==> src/rtl/addsub_pkg.sv <==
// Shared definitions for the pipelined adder/subtractor (addsub_pipe).
// Holds the default geometry, the chunk-width helper, a one-bit full adder
// used by the chunk ripple, and the per-stage control portion of a beat.
package addsub_pkg;

    localparam int unsigned ADDSUB_DEF_WIDTH  = 16;
    localparam int unsigned ADDSUB_DEF_STAGES = 4;

    // Width of one pipeline chunk; zero stages yields zero so the caller can flag it.
    function automatic int unsigned chunk_width(input int unsigned width,
                                                input int unsigned stages);
        return (stages == 0) ? 0 : (width / stages);
    endfunction

    // One-bit full adder: returns {carry_out, sum}.
    function automatic logic [1:0] full_adder(input logic a,
                                              input logic b,
                                              input logic ci);
        logic s;
        logic co;
        s  = a ^ b ^ ci;
        co = (a & b) | (a & ci) | (b & ci);
        return {co, s};
    endfunction

    // Control fields carried alongside each beat; operand and partial-sum
    // vectors are WIDTH-dependent and live next to this in each stage.
    typedef struct packed {
        logic valid;   // stage holds a live beat
        logic sub;     // beat is a subtraction
        logic sgn;     // signed overflow/saturation rules
        logic carry;   // carry out of the most recently added chunk
        logic cmsb;    // carry into the MSB of that chunk
        logic a_msb;   // sign of operand A, used to pick the saturation rail
    } beat_ctrl_t;

endpackage

==> src/rtl/addsub_chunk.sv <==
// CHUNK-bit ripple-carry adder slice for addsub_pipe.
// Returns the sum chunk, the carry out of its MSB and the carry into its MSB
// (the latter two give the signed overflow flag in the final stage).
module addsub_chunk
    import addsub_pkg::*;
#(
    parameter int unsigned CHUNK = 4
) (
    input  logic [CHUNK-1:0] a,
    input  logic [CHUNK-1:0] b,
    input  logic             cin,
    output logic [CHUNK-1:0] sum,
    output logic             cout,
    output logic             cmsb
);

    logic [CHUNK:0] c;

    // Ripple the carry bit by bit through the chunk.
    always_comb begin
        c    = '0;
        sum  = '0;
        c[0] = cin;
        for (int unsigned i = 0; i < CHUNK; i++) begin
            {c[i+1], sum[i]} = full_adder(a[i], b[i], c[i]);
        end
        cout = c[CHUNK];
        cmsb = c[CHUNK-1];
    end

endmodule

==> src/rtl/addsub_pipe.sv <==
// Pipelined two's-complement adder/subtractor with elastic valid/ready.
// The operand is split into STAGES chunks; stage k adds chunk k with the
// carry registered by stage k-1. Unconsumed operand chunks and finished sum
// chunks ride along with the beat. Flags (and optional saturation) are
// derived from the final stage register.
// Optional feature: define ADDSUB_SAT_EN to saturate out_sum on overflow.
module addsub_pipe
    import addsub_pkg::*;
#(
    parameter int unsigned WIDTH  = ADDSUB_DEF_WIDTH,
    parameter int unsigned STAGES = ADDSUB_DEF_STAGES
) (
    input  logic             clk,
    input  logic             rst,
    input  logic             in_valid,
    output logic             in_ready,
    input  logic [WIDTH-1:0] in_a,
    input  logic [WIDTH-1:0] in_b,
    input  logic             in_sub,
    input  logic             in_cin,
    input  logic             in_signed,
    output logic             out_valid,
    input  logic             out_ready,
    output logic [WIDTH-1:0] out_sum,
    output logic             out_cout,
    output logic             out_ovf
);

    localparam int unsigned CHUNK = chunk_width(WIDTH, STAGES);
    localparam int unsigned SAFE_STAGES = (STAGES < 1) ? 1 : STAGES;

    if ((STAGES < 1) || (CHUNK < 1) || ((WIDTH % SAFE_STAGES) != 0)) begin : g_bad_cfg
        $error("addsub_pipe: WIDTH (%0d) must be a non-zero multiple of STAGES (%0d)",
               WIDTH, STAGES);
    end

    // Per-stage register views, indexed by stage.
    beat_ctrl_t       st_ctrl [STAGES];
    logic [WIDTH-1:0] st_a    [STAGES];
    logic [WIDTH-1:0] st_b    [STAGES];
    logic [WIDTH-1:0] st_sum  [STAGES];
    logic [STAGES-1:0] st_vld;
    logic [STAGES:0]   ready;

    // Backpressure chain: a stage can load when empty or when it drains this cycle.
    always_comb begin
        ready         = '0;
        ready[STAGES] = out_ready;
        for (int unsigned i = 0; i < STAGES; i++) begin
            ready[STAGES-1-i] = !st_vld[STAGES-1-i] | ready[STAGES-i];
        end
    end

    assign in_ready = ready[0];

    for (genvar k = 0; k < STAGES; k++) begin : g_stage
        beat_ctrl_t       ctrl_up;
        logic [WIDTH-1:0] a_up;
        logic [WIDTH-1:0] b_up;
        logic [WIDTH-1:0] sum_up;
        logic [CHUNK-1:0] sum_chunk;
        logic             c_out;
        logic             c_msb;

        beat_ctrl_t       ctrl_q, ctrl_d;
        logic [WIDTH-1:0] a_q, a_d;
        logic [WIDTH-1:0] b_q, b_d;
        logic [WIDTH-1:0] sum_q, sum_d;

        if (k == 0) begin : g_src_in
            // Subtraction folds into addition of ~B with carry-in ~cin (cin is a borrow).
            assign a_up          = in_a;
            assign b_up          = in_sub ? ~in_b : in_b;
            assign sum_up        = '0;
            assign ctrl_up.valid = in_valid;
            assign ctrl_up.sub   = in_sub;
            assign ctrl_up.sgn   = in_signed;
            assign ctrl_up.carry = in_sub ? ~in_cin : in_cin;
            assign ctrl_up.cmsb  = 1'b0;
            assign ctrl_up.a_msb = in_a[WIDTH-1];
        end else begin : g_src_stage
            assign a_up    = st_a[k-1];
            assign b_up    = st_b[k-1];
            assign sum_up  = st_sum[k-1];
            assign ctrl_up = st_ctrl[k-1];
        end

        addsub_chunk #(
            .CHUNK (CHUNK)
        ) u_chunk (
            .a    (a_up[k*CHUNK +: CHUNK]),
            .b    (b_up[k*CHUNK +: CHUNK]),
            .cin  (ctrl_up.carry),
            .sum  (sum_chunk),
            .cout (c_out),
            .cmsb (c_msb)
        );

        // Next-state for this stage: hold on stall, otherwise take the upstream beat with chunk k filled in.
        always_comb begin
            ctrl_d = ctrl_q;
            a_d    = a_q;
            b_d    = b_q;
            sum_d  = sum_q;
            if (ready[k]) begin
                ctrl_d.valid = ctrl_up.valid;
                if (ctrl_up.valid) begin
                    ctrl_d                     = ctrl_up;
                    ctrl_d.carry               = c_out;
                    ctrl_d.cmsb                = c_msb;
                    a_d                        = a_up;
                    b_d                        = b_up;
                    sum_d                      = sum_up;
                    sum_d[k*CHUNK +: CHUNK]    = sum_chunk;
                end
            end
        end

        // Stage register; reset empties the stage and clears its payload.
        always_ff @(posedge clk or posedge rst) begin
            if (rst) begin
                ctrl_q <= '0;
                a_q    <= '0;
                b_q    <= '0;
                sum_q  <= '0;
            end else begin
                ctrl_q <= ctrl_d;
                a_q    <= a_d;
                b_q    <= b_d;
                sum_q  <= sum_d;
            end
        end

        assign st_ctrl[k] = ctrl_q;
        assign st_a[k]    = a_q;
        assign st_b[k]    = b_q;
        assign st_sum[k]  = sum_q;
        assign st_vld[k]  = ctrl_q.valid;
    end

    beat_ctrl_t last;
    logic       ovf_v;

    assign last = st_ctrl[STAGES-1];

`ifdef ADDSUB_SAT_EN
    localparam logic [WIDTH-1:0] SAT_SMIN = WIDTH'(1) << (WIDTH - 1);
    localparam logic [WIDTH-1:0] SAT_SMAX = ~SAT_SMIN;
`endif

    // Result flags from the final stage, plus the optional saturating clamp.
    always_comb begin
        out_valid = last.valid;
        out_cout  = last.carry;
        ovf_v     = last.carry ^ last.cmsb;
        out_ovf   = last.sgn ? ovf_v : (last.sub ? ~last.carry : last.carry);
        out_sum   = st_sum[STAGES-1];
`ifdef ADDSUB_SAT_EN
        if (out_ovf) begin
            if (last.sgn) begin
                out_sum = last.a_msb ? SAT_SMIN : SAT_SMAX;
            end else begin
                out_sum = last.sub ? '0 : '1;
            end
        end
`endif
    end

endmodule

==> config.mk <==
export PLATFORM = sky130hd
export DESIGN_NAME = addsub_pipe
export DESIGN_NICKNAME = d
export VERILOG_FILES = /design/src/rtl/addsub_pkg.sv /design/src/rtl/addsub_chunk.sv /design/src/rtl/addsub_pipe.sv
export SDC_FILE = /design/constraint.sdc
export NUM_CORES = 1
export LEC_CHECK = 0
export CORE_ASPECT_RATIO = 1.5
export CORE_MARGIN = 2
export CORE_UTILIZATION = 47
export CTS_CLUSTER_DIAMETER = 30
export DETAILED_ROUTE_END_ITERATION = 7
export HOLD_SLACK_MARGIN = 0.08
export PLACE_DENSITY = 0.81
export REMOVE_ABC_BUFFERS = 1
export SLEW_MARGIN = 20
export SYNTH_ARGS = -nofsm -noshare
export SYNTH_HDL_FRONTEND = slang
export SYNTH_SLANG_ARGS = --single-unit
export TNS_END_PERCENT = 10
==> constraint.sdc <==
create_clock -name clk -period 4.45 [get_ports clk]
set_clock_uncertainty 0.15 [all_clocks]
set_input_delay 0.89 -clock clk [delete_from_list [all_inputs] [get_ports clk]]
set_output_delay 0.89 -clock clk [all_outputs]
set_load 0.03 [all_outputs]
Word-level counts from Yosys, hierarchy flattened:

Index checks and enable logic that the tools add are counted.

* register bits: 160
* output and inout bits: 20

* mux-type cells: 8
* bitwise operators: 120
* reduce and logical (&&, ||, !) cells: 8

Operators with widths (number)
* 1-bit bitwise AND: 48
* 1-bit bitwise OR: 36
* 1-bit XOR: 33
* 6-bit two-way mux: 4
* 16-bit two-way mux: 1
* 16-bit NOT: 1
* 2-bit AND reduction: 4
* 1-bit zero test: 4
* 1-bit two-way mux: 3
* 1-bit NOT: 2

Logic depth before layout (Yosys ltp):

Gate-level depths: netlist (run 1).

* word-level depth: 15
* depth in mapped cells: 10
* mapped depth without buffers: 8

Hierarchy:

Synthesis (run 1) repeated with hierarchy kept, for this count alone.

* cell total of the unflattened synthesis: 306
* area total of the unflattened synthesis: 4708.3 µm²

By module, submodules not included
* addsub_pipe: instances 1, cells an instance 250, area an instance 4237.8 µm²
* addsub_chunk: instances 4, cells an instance 14, area an instance 117.6 µm²

Least setup slack after synthesis (run 1):

Ideal clock, no wire load.

* kind: input to register
* start: input in_sub
* end: register g_stage[0].sum_q[3]
* arrival: 3.166 ns
* data required time: 4.175 ns
* path slack: 1.009 ns
* stages on the path: 10
* path buffers: 2
* path through: buf_2 buf_2 xor2_1 fa_1 fa_1 inv_1 fa_1 inv_1 fa_1 mux2_2

* cells in the longest elaborated chain, start to end: 11
* elaborated cells between the ends (all ways): 19

RTL lines
* start: declaration: line addsub_pipe.sv:19 `input logic in_sub,`
* 16-bit two-way mux or 1-bit two-way mux (tied branches): line addsub_pipe.sv:73, addsub_pipe.sv:78
* 1-bit bitwise AND: line addsub_pkg.sv:22 `co = (a & b) | (a & ci) | (b & ci);`
* 1-bit bitwise OR (2 in a row): line addsub_pkg.sv:22
* 1-bit bitwise AND: line addsub_pkg.sv:22
* 1-bit bitwise OR (2 in a row): line addsub_pkg.sv:22
* 1-bit bitwise AND: line addsub_pkg.sv:22
* 1-bit bitwise OR (2 in a row): line addsub_pkg.sv:22
* 1-bit XOR *: line addsub_pkg.sv:21 `s = a ^ b ^ ci;`
* named net g_stage[0].sum_chunk[3]: line addsub_pipe.sv:61 `logic [CHUNK-1:0] sum_chunk;`
* end signal: assignment: line addsub_pipe.sv:130 `sum_q <= sum_d;`
* end: declaration: line addsub_pipe.sv:68 `logic [WIDTH-1:0] sum_q, sum_d;`

Mark *: on every way through the listed nets, which the timed path passes. The rest lies on a longest branch.
A chain may end at the register's enable or synchronous reset.

Worst setup path after layout (run 1):

* start: input out_ready
* end: output in_ready

* cells in the longest elaborated chain, start to end: 4

RTL lines
* start: declaration: line addsub_pipe.sv:23 `input logic out_ready,`
* 1-bit bitwise OR (4 in a row): line addsub_pipe.sv:50 `ready[STAGES-1-i] = !st_vld[STAGES-1-i] | ready[STAGES-i];`
* end: declaration: line addsub_pipe.sv:16 `output logic in_ready,`

No other way between the ends.

==> reports/results.txt, run 1 <==
The analysis attributes to cell leakage a power of 2.44 nW. The filler cells instantiated in the layout total 760. Number of logic stages on the critical path including buffering: 4. Walking the worst path, the cells encountered are clkdlybuf4s50_1 > and4b_1 > nand2_1 > clkdlybuf4s50_1.

Across the run, the number of max-cap violations was 0. The tools report the residual antenna-violating net count after detailed routing as 0. The clock transition at the registers of the reported paths was 0.07 ns. The growth of design area from synthesis to finish came out at 20.3%.

The run finished with clean final reports. The number of buffers between clock root and the deepest sink is 2, and the portion of total power attributed to the clock network is 0.230. The run gives 0.335 as the headroom to the max-slew limit. At the later pin of the worst-skew pair, clock insertion delay measures 0.35 ns. The first-pass iteration count of the detailed router is 4, and the final design utilization is 0.576. Averaged over all synthesized cells, the footprint is 15.0 µm².

Share of synthesized registers carrying an async set or reset: 1.00. The critical path in this run is classified as primary input to output pin. The combinational share of power is 0.331.

Setup repair after global routing left no endpoint under its margin. The die width was 84.9 µm. The H-tree generated during clock tree synthesis spans 3 levels. The logs give 0.00462 mm² for the synthesized cell area and 287 MHz for the achievable frequency. The number of buffers created by CTS is 9, and the worst-case register-to-register setup slack is 2.08 ns. VDD sags by at most 0.488 mV.

The die is 125 µm tall. In the post-synthesis netlist, the cell with the most instances is sky130_fd_sc_hd__dfrtp_1. The average wire per standard cell is 15.9 µm, and the data arrival time of the critical path is 2.45 ns. The tools report the initial core utilization as 0.479. The routed layout has 2492 vias.

The final period utilization works out to 0.783. In this run the standard cell core region covers 0.00963 mm². In this design, the stage delay of the slowest critical-path cell is 0.68 ns. The capturing element type of the critical path was an output pin. Using the TritonRoute via totals, the vias-per-cell ratio works out to 5.14.

After clock tree synthesis, the flow added hold-fix buffers numbering 0. Summed over all layers, the routed wires come to 7.70 mm. Share of Yosys cell area claimed by the top area cell type: 0.569. The maximum net fanout on the critical path came out at 4. Once layout is complete, the cells apart from fillers number 485. The number of placed instances, taps included, is 469. Max-slew violation total from the final report: 0. The first-pass GRT wire length was 13.2 mm. For the worst setup path, the data required time is 3.41 ns. The share of layout cells above drive strength 1 was 0.292; the global placer's final weighted congestion was 0.710. The count of antenna diodes in the layout is 0, and the number of remaining DRC errors is 0. The total overflow left after global routing is 0.

Post-CTS repair changed the size of 0 cells. The final count of hold timing violations is 0. The worst register-to-register path begins at g_stage[1].b_q[8]. In the synthesized netlist, the cells that appear most often are 105 x sky130_fd_sc_hd__dfrtp_1, 71 x sky130_fd_sc_hd__mux2_2, 27 x sky130_fd_sc_hd__inv_1, 16 x sky130_fd_sc_hd__fa_1, 14 x sky130_fd_sc_hd__xor2_1. Number of synthesized flops with an enable pin: 0. In this design, the critical path's most frequently occurring cell is sky130_fd_sc_hd__clkdlybuf4s50_1. The kind of cell with the highest combined delay along the critical path is buffers and inverters.

The routed design could run at a clock period as short as 3.49 ns. The slowest stage of the critical path belongs to the cell sky130_fd_sc_hd__clkdlybuf4s50_1. The worst register-to-register path ends at g_stage[2].sum_q[11]. The min-delay analysis places its worst path in the category flop to flop. Buffers added to address setup during post-CTS repair amount to 0.

The tools report the count of clock tree sinks as 105. After synthesis, the cell types taking the most area are sky130_fd_sc_hd__dfrtp_1 57%, sky130_fd_sc_hd__mux2_2 17%, sky130_fd_sc_hd__fa_1 6.9%, sky130_fd_sc_hd__mux2_4 4.2%, sky130_fd_sc_hd__xor2_1 2.7%. The register area share after synthesis is 0.569.

Overall fraction of global-route tracks in use: 0.161. Of all cell types, the one taking the most synthesized area is sky130_fd_sc_hd__dfrtp_1. The tools report the synthesized instance count as 307. The sequential group share of total power is 0.439.

The worst setup path is launched from a primary input. The pin count of the biggest net entering global routing is 88, and the measured slew at the worst slew-check pin is 0.995 ns. The power density of the placed cells was 613 mW/mm². Detailed placement finished with a half-perimeter wire length of 5.23 mm. Switching part of the total: 0.310.

The sum of negative setup slack is 0 ns. Together, buffers and inverters on the worst path number 2. Net switching power: 0.00105 W.

Input and output buffers added on the ports amount to 58. The die covers 0.0106 mm². For this run, the number of Yosys warnings is 0. The worst path meets setup with 0.964 ns of slack. The final number of setup-violating endpoints is 0, and the initial antenna violation count is 0. In the final design database the tool counted 420 nets.

The critical path capture point was in_ready. CTS root buffer: sky130_fd_sc_hd__clkbuf_16. The first routing iteration left 138 violations.

The via count of the first global-routing pass is 2661, and the post-synthesis cell type count is 26. Counting cells, the worst reg-to-reg path comes to 8. Synthesis inferred 105 register bits.

Dominant register cell in the synthesized netlist: sky130_fd_sc_hd__dfrtp_1. The multi-input gate area in the final layout was 0.00178 mm²; the internal power was 0.00235 W. Registers take 0.00263 mm².

During I/O placement, the number of pins put on the boundary was 59. TritonCTS built the clock tree. Timing analysis after detailed placement gives a worst setup slack of 0.689 ns. In this run the core area contains 44 standard-cell rows.

The most critical setup path has its startpoint at out_ready.
[layout make-up]
class,instances,share of cell area
tap,115,0.0259
inverter,27,0.0191
clock buffer,10,0.0430
timing repair buffer,61,0.109
clock inverter,6,0.0104
multi-input combinational,161,0.320
sequential,105,0.473
[power by group through the flow]
stage	clock network, W	logic (W)	registers [W]
global placement	0	0.00110	0.00150
floorplan	0	0.000623	0.00162
global route	0.000834	0.00124	0.00155
detailed placement	0	0.00114	0.00152
CTS	0.000801	0.00115	0.00150
finish	0.000783	0.00113	0.00149
[worst register-to-register path: stages, from the launching register on]
cell,delay (ns)
sky130_fd_sc_hd__dfrtp_1,0.37
sky130_fd_sc_hd__inv_1,0.09
sky130_fd_sc_hd__fa_1,0.18
sky130_fd_sc_hd__inv_1,0.05
sky130_fd_sc_hd__fa_1,0.38
sky130_fd_sc_hd__fa_1,0.39
sky130_fd_sc_hd__inv_1,0.09
sky130_fd_sc_hd__fa_1,0.42
sky130_fd_sc_hd__a31oi_1,0.16
[cells in the final DEF (no fill, tap or decap), types with 3 or more instances in the layout]
cell type	synthesis	layout
sky130_fd_sc_hd__a21oi_1	10	10
sky130_fd_sc_hd__a31oi_1	4	4
sky130_fd_sc_hd__buf_4	1	3
sky130_fd_sc_hd__clkbuf_16	0	9
sky130_fd_sc_hd__clkdlybuf4s50_1	0	58
sky130_fd_sc_hd__clkinv_2	0	4
sky130_fd_sc_hd__dfrtp_1	105	105
sky130_fd_sc_hd__fa_1	16	16
sky130_fd_sc_hd__inv_1	27	26
sky130_fd_sc_hd__mux2_2	71	71
sky130_fd_sc_hd__mux2_4	13	13
sky130_fd_sc_hd__mux2i_1	6	6
sky130_fd_sc_hd__nand2_1	3	3
sky130_fd_sc_hd__nand2b_1	5	5
sky130_fd_sc_hd__nand3_1	4	4
sky130_fd_sc_hd__o21ai_0	4	4
sky130_fd_sc_hd__xnor2_1	4	4
sky130_fd_sc_hd__xor2_1	14	14
[cell families (layout without fill, tap and decap cells)]
family                     after synthesis  count (layout)  synth area share
AOI/OAI and AO/OA                       19              19            0.0230
buffers and inverters                   41             104            0.0477
adders and majority gates               16              16            0.0694
and+or+nand+nor                         17              17            0.0257
DFF                                    105             105             0.569
xor gates and xnor gates                18              18            0.0341
muxes                                   91              91             0.231
[metrics by stage]
stage / hold WS, ns / total power (W) / area [µm²]
2_1_floorplan: 0.308 / 0.00224 / 4500
3_5_place_dp: 0.329 / 0.00266 / 5260
3_3_place_gp: 0.325 / 0.00259 / 5260
4_1_cts: 0.343 / 0.00345 / 5550
5_1_grt: 0.353 / 0.00362 / 5550
6_report: 0.341 / 0.00340 / 5550
[worst min path at each step]
stage	cells past startpoint	from	end	slack (ns)
2_1_floorplan	1	g_stage[0].ctrl_q[2]	g_stage[0].ctrl_q[2]	0.31
3_3_place_gp	1	g_stage[0].ctrl_q[2]	g_stage[0].ctrl_q[2]	0.32
3_5_place_dp	1	g_stage[0].ctrl_q[2]	g_stage[0].ctrl_q[2]	0.33
4_1_cts	1	g_stage[0].ctrl_q[2]	g_stage[0].ctrl_q[2]	0.34
5_1_grt	1	g_stage[0].ctrl_q[2]	g_stage[0].ctrl_q[2]	0.35
6_report	1	g_stage[0].ctrl_q[2]	g_stage[0].ctrl_q[2]	0.34
[flip-flops by register name, indices dropped and copies added (netlist names)]
| name | cells |
|---|---|
| out_sum | 16 |
| g_stage.sum_q | 24 |
| g_stage.ctrl_q | 18 |
| out_cout | 1 |
| g_stage.a_q | 21 |
| out_valid | 1 |
| g_stage.b_q | 24 |
[layer usage]
layer	track usage	wire (µm)
met1	0.201	3260
met2	0.270	4050
met3	0.0277	205
met4	0.0784	184
met5	0	0
Power figures use the tool's default switching activity.
==> run 2: changes to the inputs <==
--- a/config.mk
+++ b/config.mk
@@ -11,7 +11,7 @@
 export CTS_CLUSTER_DIAMETER = 30
 export DETAILED_ROUTE_END_ITERATION = 7
 export HOLD_SLACK_MARGIN = 0.08
-export PLACE_DENSITY = 0.81
+export PLACE_DENSITY = 0.83
 export REMOVE_ABC_BUFFERS = 1
 export SLEW_MARGIN = 20
 export SYNTH_ARGS = -nofsm -noshare
==> constraint.sdc (replaced) <==
create_clock -name clk -period 2.9 [get_ports clk]
set_clock_uncertainty 0.15 [all_clocks]
set_input_delay 0.58 -clock clk [delete_from_list [all_inputs] [get_ports clk]]
set_output_delay 0.58 -clock clk [all_outputs]
set_load 0.03 [all_outputs]
==> reports/results.txt, run 2 (synthesis gave the netlist of run 1 again) <==
The endpoint identified for the worst register-to-register timing path is out_sum[15]. Clock-pin slew was measured on the worst setup and hold paths at 0.06 ns. Beginning of the worst register-to-register path: g_stage[2].a_q[12].

The power density of the placed cells works out to 914 mW/mm². STA puts the critical path data required time at 2.97 ns. The tools report the worst hold slack after final layout as 0.348 ns.

0 antenna diodes ended up in the layout. The largest registers in the layout are g_stage.b_q (24), g_stage.sum_q (24), g_stage.a_q (21). For the final worst slack, the log shows 0.0677 ns.

Static timing analysis puts the maximum clock frequency at 353 MHz. The worst hold path belongs to the class flop to flop. The longest clock path from root to sink contains 2 buffers. At the worst endpoint, the arrival time is 2.91 ns. The worst setup path is captured at a flop. The logs give 0.0106 mm² for the area of the die and 0 ns for the sum of negative setup slack. During placement, the flow inserted port buffers numbering 58. The via count of the first global-routing pass was 2734; the max capacitance violation total was 0. The run gives 0.57 ns as the worst-case register-to-register setup slack.

The initialized floorplan defines 44 standard-cell rows. The overall fraction of global-route tracks in use is 0.166, and the vertical die dimension is 125 µm. After detailed routing, the total wire length is 8.03 mm. The measured slew at the worst slew-check pin works out to 0.530 ns. Using the TritonRoute via totals, the vias-per-cell ratio works out to 5.11. The number of fill cells is 766, and the number of remaining DRC errors is 0. The first TritonRoute pass finished after 4 iterations. Following the worst setup path forward leads to its endpoint at g_stage[0].sum_q[3].

The root buffer cell chosen for the clock tree is sky130_fd_sc_hd__clkbuf_16. Leaving out fill and tap cells, the most frequent cell in the layout is sky130_fd_sc_hd__dfrtp_1. Average wire per standard cell: 16.5 µm. For the H-tree level count, the log shows 3. The initial core utilization came out at 0.479. The instance count along the most critical hold path is 1. Element type at the critical path start: a primary input.

The first-pass GRT wire length is 13.6 mm. The number of I/O pins is 59, and the headroom to the max-slew limit is 0.646. OpenSTA, run right after detailed placement, puts the worst setup slack at -0.572 ns. Leaving out fill and tap cells, the most frequent cells in the layout are 105 x sky130_fd_sc_hd__dfrtp_1, 71 x sky130_fd_sc_hd__mux2_2, 56 x sky130_fd_sc_hd__clkdlybuf4s50_1, 26 x sky130_fd_sc_hd__inv_1, 15 x sky130_fd_sc_hd__fa_1. Share of layout cells above drive strength 1: 0.291. The number of vias after detailed routing came out at 2485.

The congestion estimate from routability-driven global placement came to 0.731. For this design the static power due to leakage is 2.46 nW. For the initial antenna violation count, the log shows 0. The growth of design area from synthesis to finish is 21.1%. The count of placed standard cells in the final layout, fillers left out was 486. The most critical setup path has its startpoint at in_cin. For this run, the post-layout net count is 424. The logs give 0 for the residual antenna-violating net count after detailed routing and 0 for the final count of hold timing violations.

The pin count of the biggest net entering global routing was 43. The run finished with clean final reports. The run gives 0 as the final number of setup-violating endpoints. The setup path with the least slack is of type primary input to flop. The final critical-path required period is 2.83 ns.

For the worst flop-to-flop path, the logic depth is 8. For the quantity of hold-fixing buffers added after cts, the log shows 0. The tree built by TritonCTS fans out to 105 sinks.

The final period utilization works out to 0.977. The maximum net fanout on the critical path works out to 1. The tools report the max-slew violation total from the final report as 0. The run gives 5.51 mm as the HPWL after detailed placement. Counting tap cells, the placed design contains a total of 473 instances.

The final design utilization is 0.580. The maximum ir drop on the vdd rail was 0.566 mV. The number of setup buffers added after CTS is 0.

The run gives 0.00963 mm² as the floorplan core area. For the number of DRC violations after detailed-routing iteration 0, the log shows 140. Buffers inserted during clock tree synthesis total 9. Die width: 84.9 µm.

TritonCTS built the clock tree. For the final global-route overflow total, the log shows 0. The clock reaches the later pin of the worst-skew pair after 0.34 ns.
run 2: layer usage:
| metal | share of wire | GRT usage | up-vias |
|---|---|---|---|
| met3 | 0.036 | 0.0356 | 7 |
| met1 | 0.40 | 0.198 | 1281 |
| met4 | 0.018 | 0.0644 | 0 |
| met5 | 0 | 0 | - |
| met2 | 0.54 | 0.291 | 46 |
| li1 | - | - | 1151 |
run 2: power breakdown:
part / switching [W] / internal, W / leakage, nW / total [W]
combinational: 0.000814 / 0.000937 / 1.12 / 0.00175
clock: 0.000472 / 0.000590 / 0.124 / 0.00106
sequential: 0.000299 / 0.00200 / 1.22 / 0.00230
run 2: cell type report:
type                            instances  area, µm²  area share
Tap cell                              115        144      0.0257
Clock buffer                           12        246      0.0441
Timing Repair Buffer                   65        684       0.122
Inverter                               27        104      0.0186
Multi-Input combinational cell        161       1780       0.318
Sequential cell                       105       2630       0.470
Clock inverter                          1       5.00    0.000895
run 2: what timing repair did:
item,4_1_cts,5_1_grt
gates resized for setup,1,2
setup endpoints to repair,2,3
endpoints found under the hold margin,0,0
run 2: critical path: stages:
cell	delay [ns]
sky130_fd_sc_hd__clkdlybuf4s50_1	0.43
sky130_fd_sc_hd__xor2_1	0.19
sky130_fd_sc_hd__fa_2	0.36
sky130_fd_sc_hd__fa_1	0.36
sky130_fd_sc_hd__inv_1	0.07
sky130_fd_sc_hd__fa_1	0.16
sky130_fd_sc_hd__inv_1	0.05
sky130_fd_sc_hd__fa_1	0.42
sky130_fd_sc_hd__mux2_2	0.27
run 2: per-stage QoR:
| stage | power [W] | area (µm²) |
|---|---|---|
| 4_1_cts | 0.00517 | 5590 |
| 2_1_floorplan | 0.00344 | 4500 |
| 5_1_grt | 0.00542 | 5590 |
| 3_3_place_gp | 0.00400 | 5340 |
| 6_report | 0.00511 | 5590 |
| 3_5_place_dp | 0.00409 | 5340 |
run 2: how the worst min path moves through the flow:
stage                          from              endpoint  slack, ns
5_1_grt        g_stage[1].ctrl_q[3]  g_stage[2].ctrl_q[3]       0.36
3_3_place_gp     g_stage[0].b_q[11]    g_stage[1].b_q[11]       0.33
6_report       g_stage[0].ctrl_q[2]  g_stage[0].ctrl_q[2]       0.35
4_1_cts        g_stage[1].ctrl_q[3]  g_stage[2].ctrl_q[3]       0.35
3_5_place_dp   g_stage[1].ctrl_q[3]  g_stage[2].ctrl_q[3]       0.34
2_1_floorplan  g_stage[0].ctrl_q[2]  g_stage[0].ctrl_q[2]       0.31
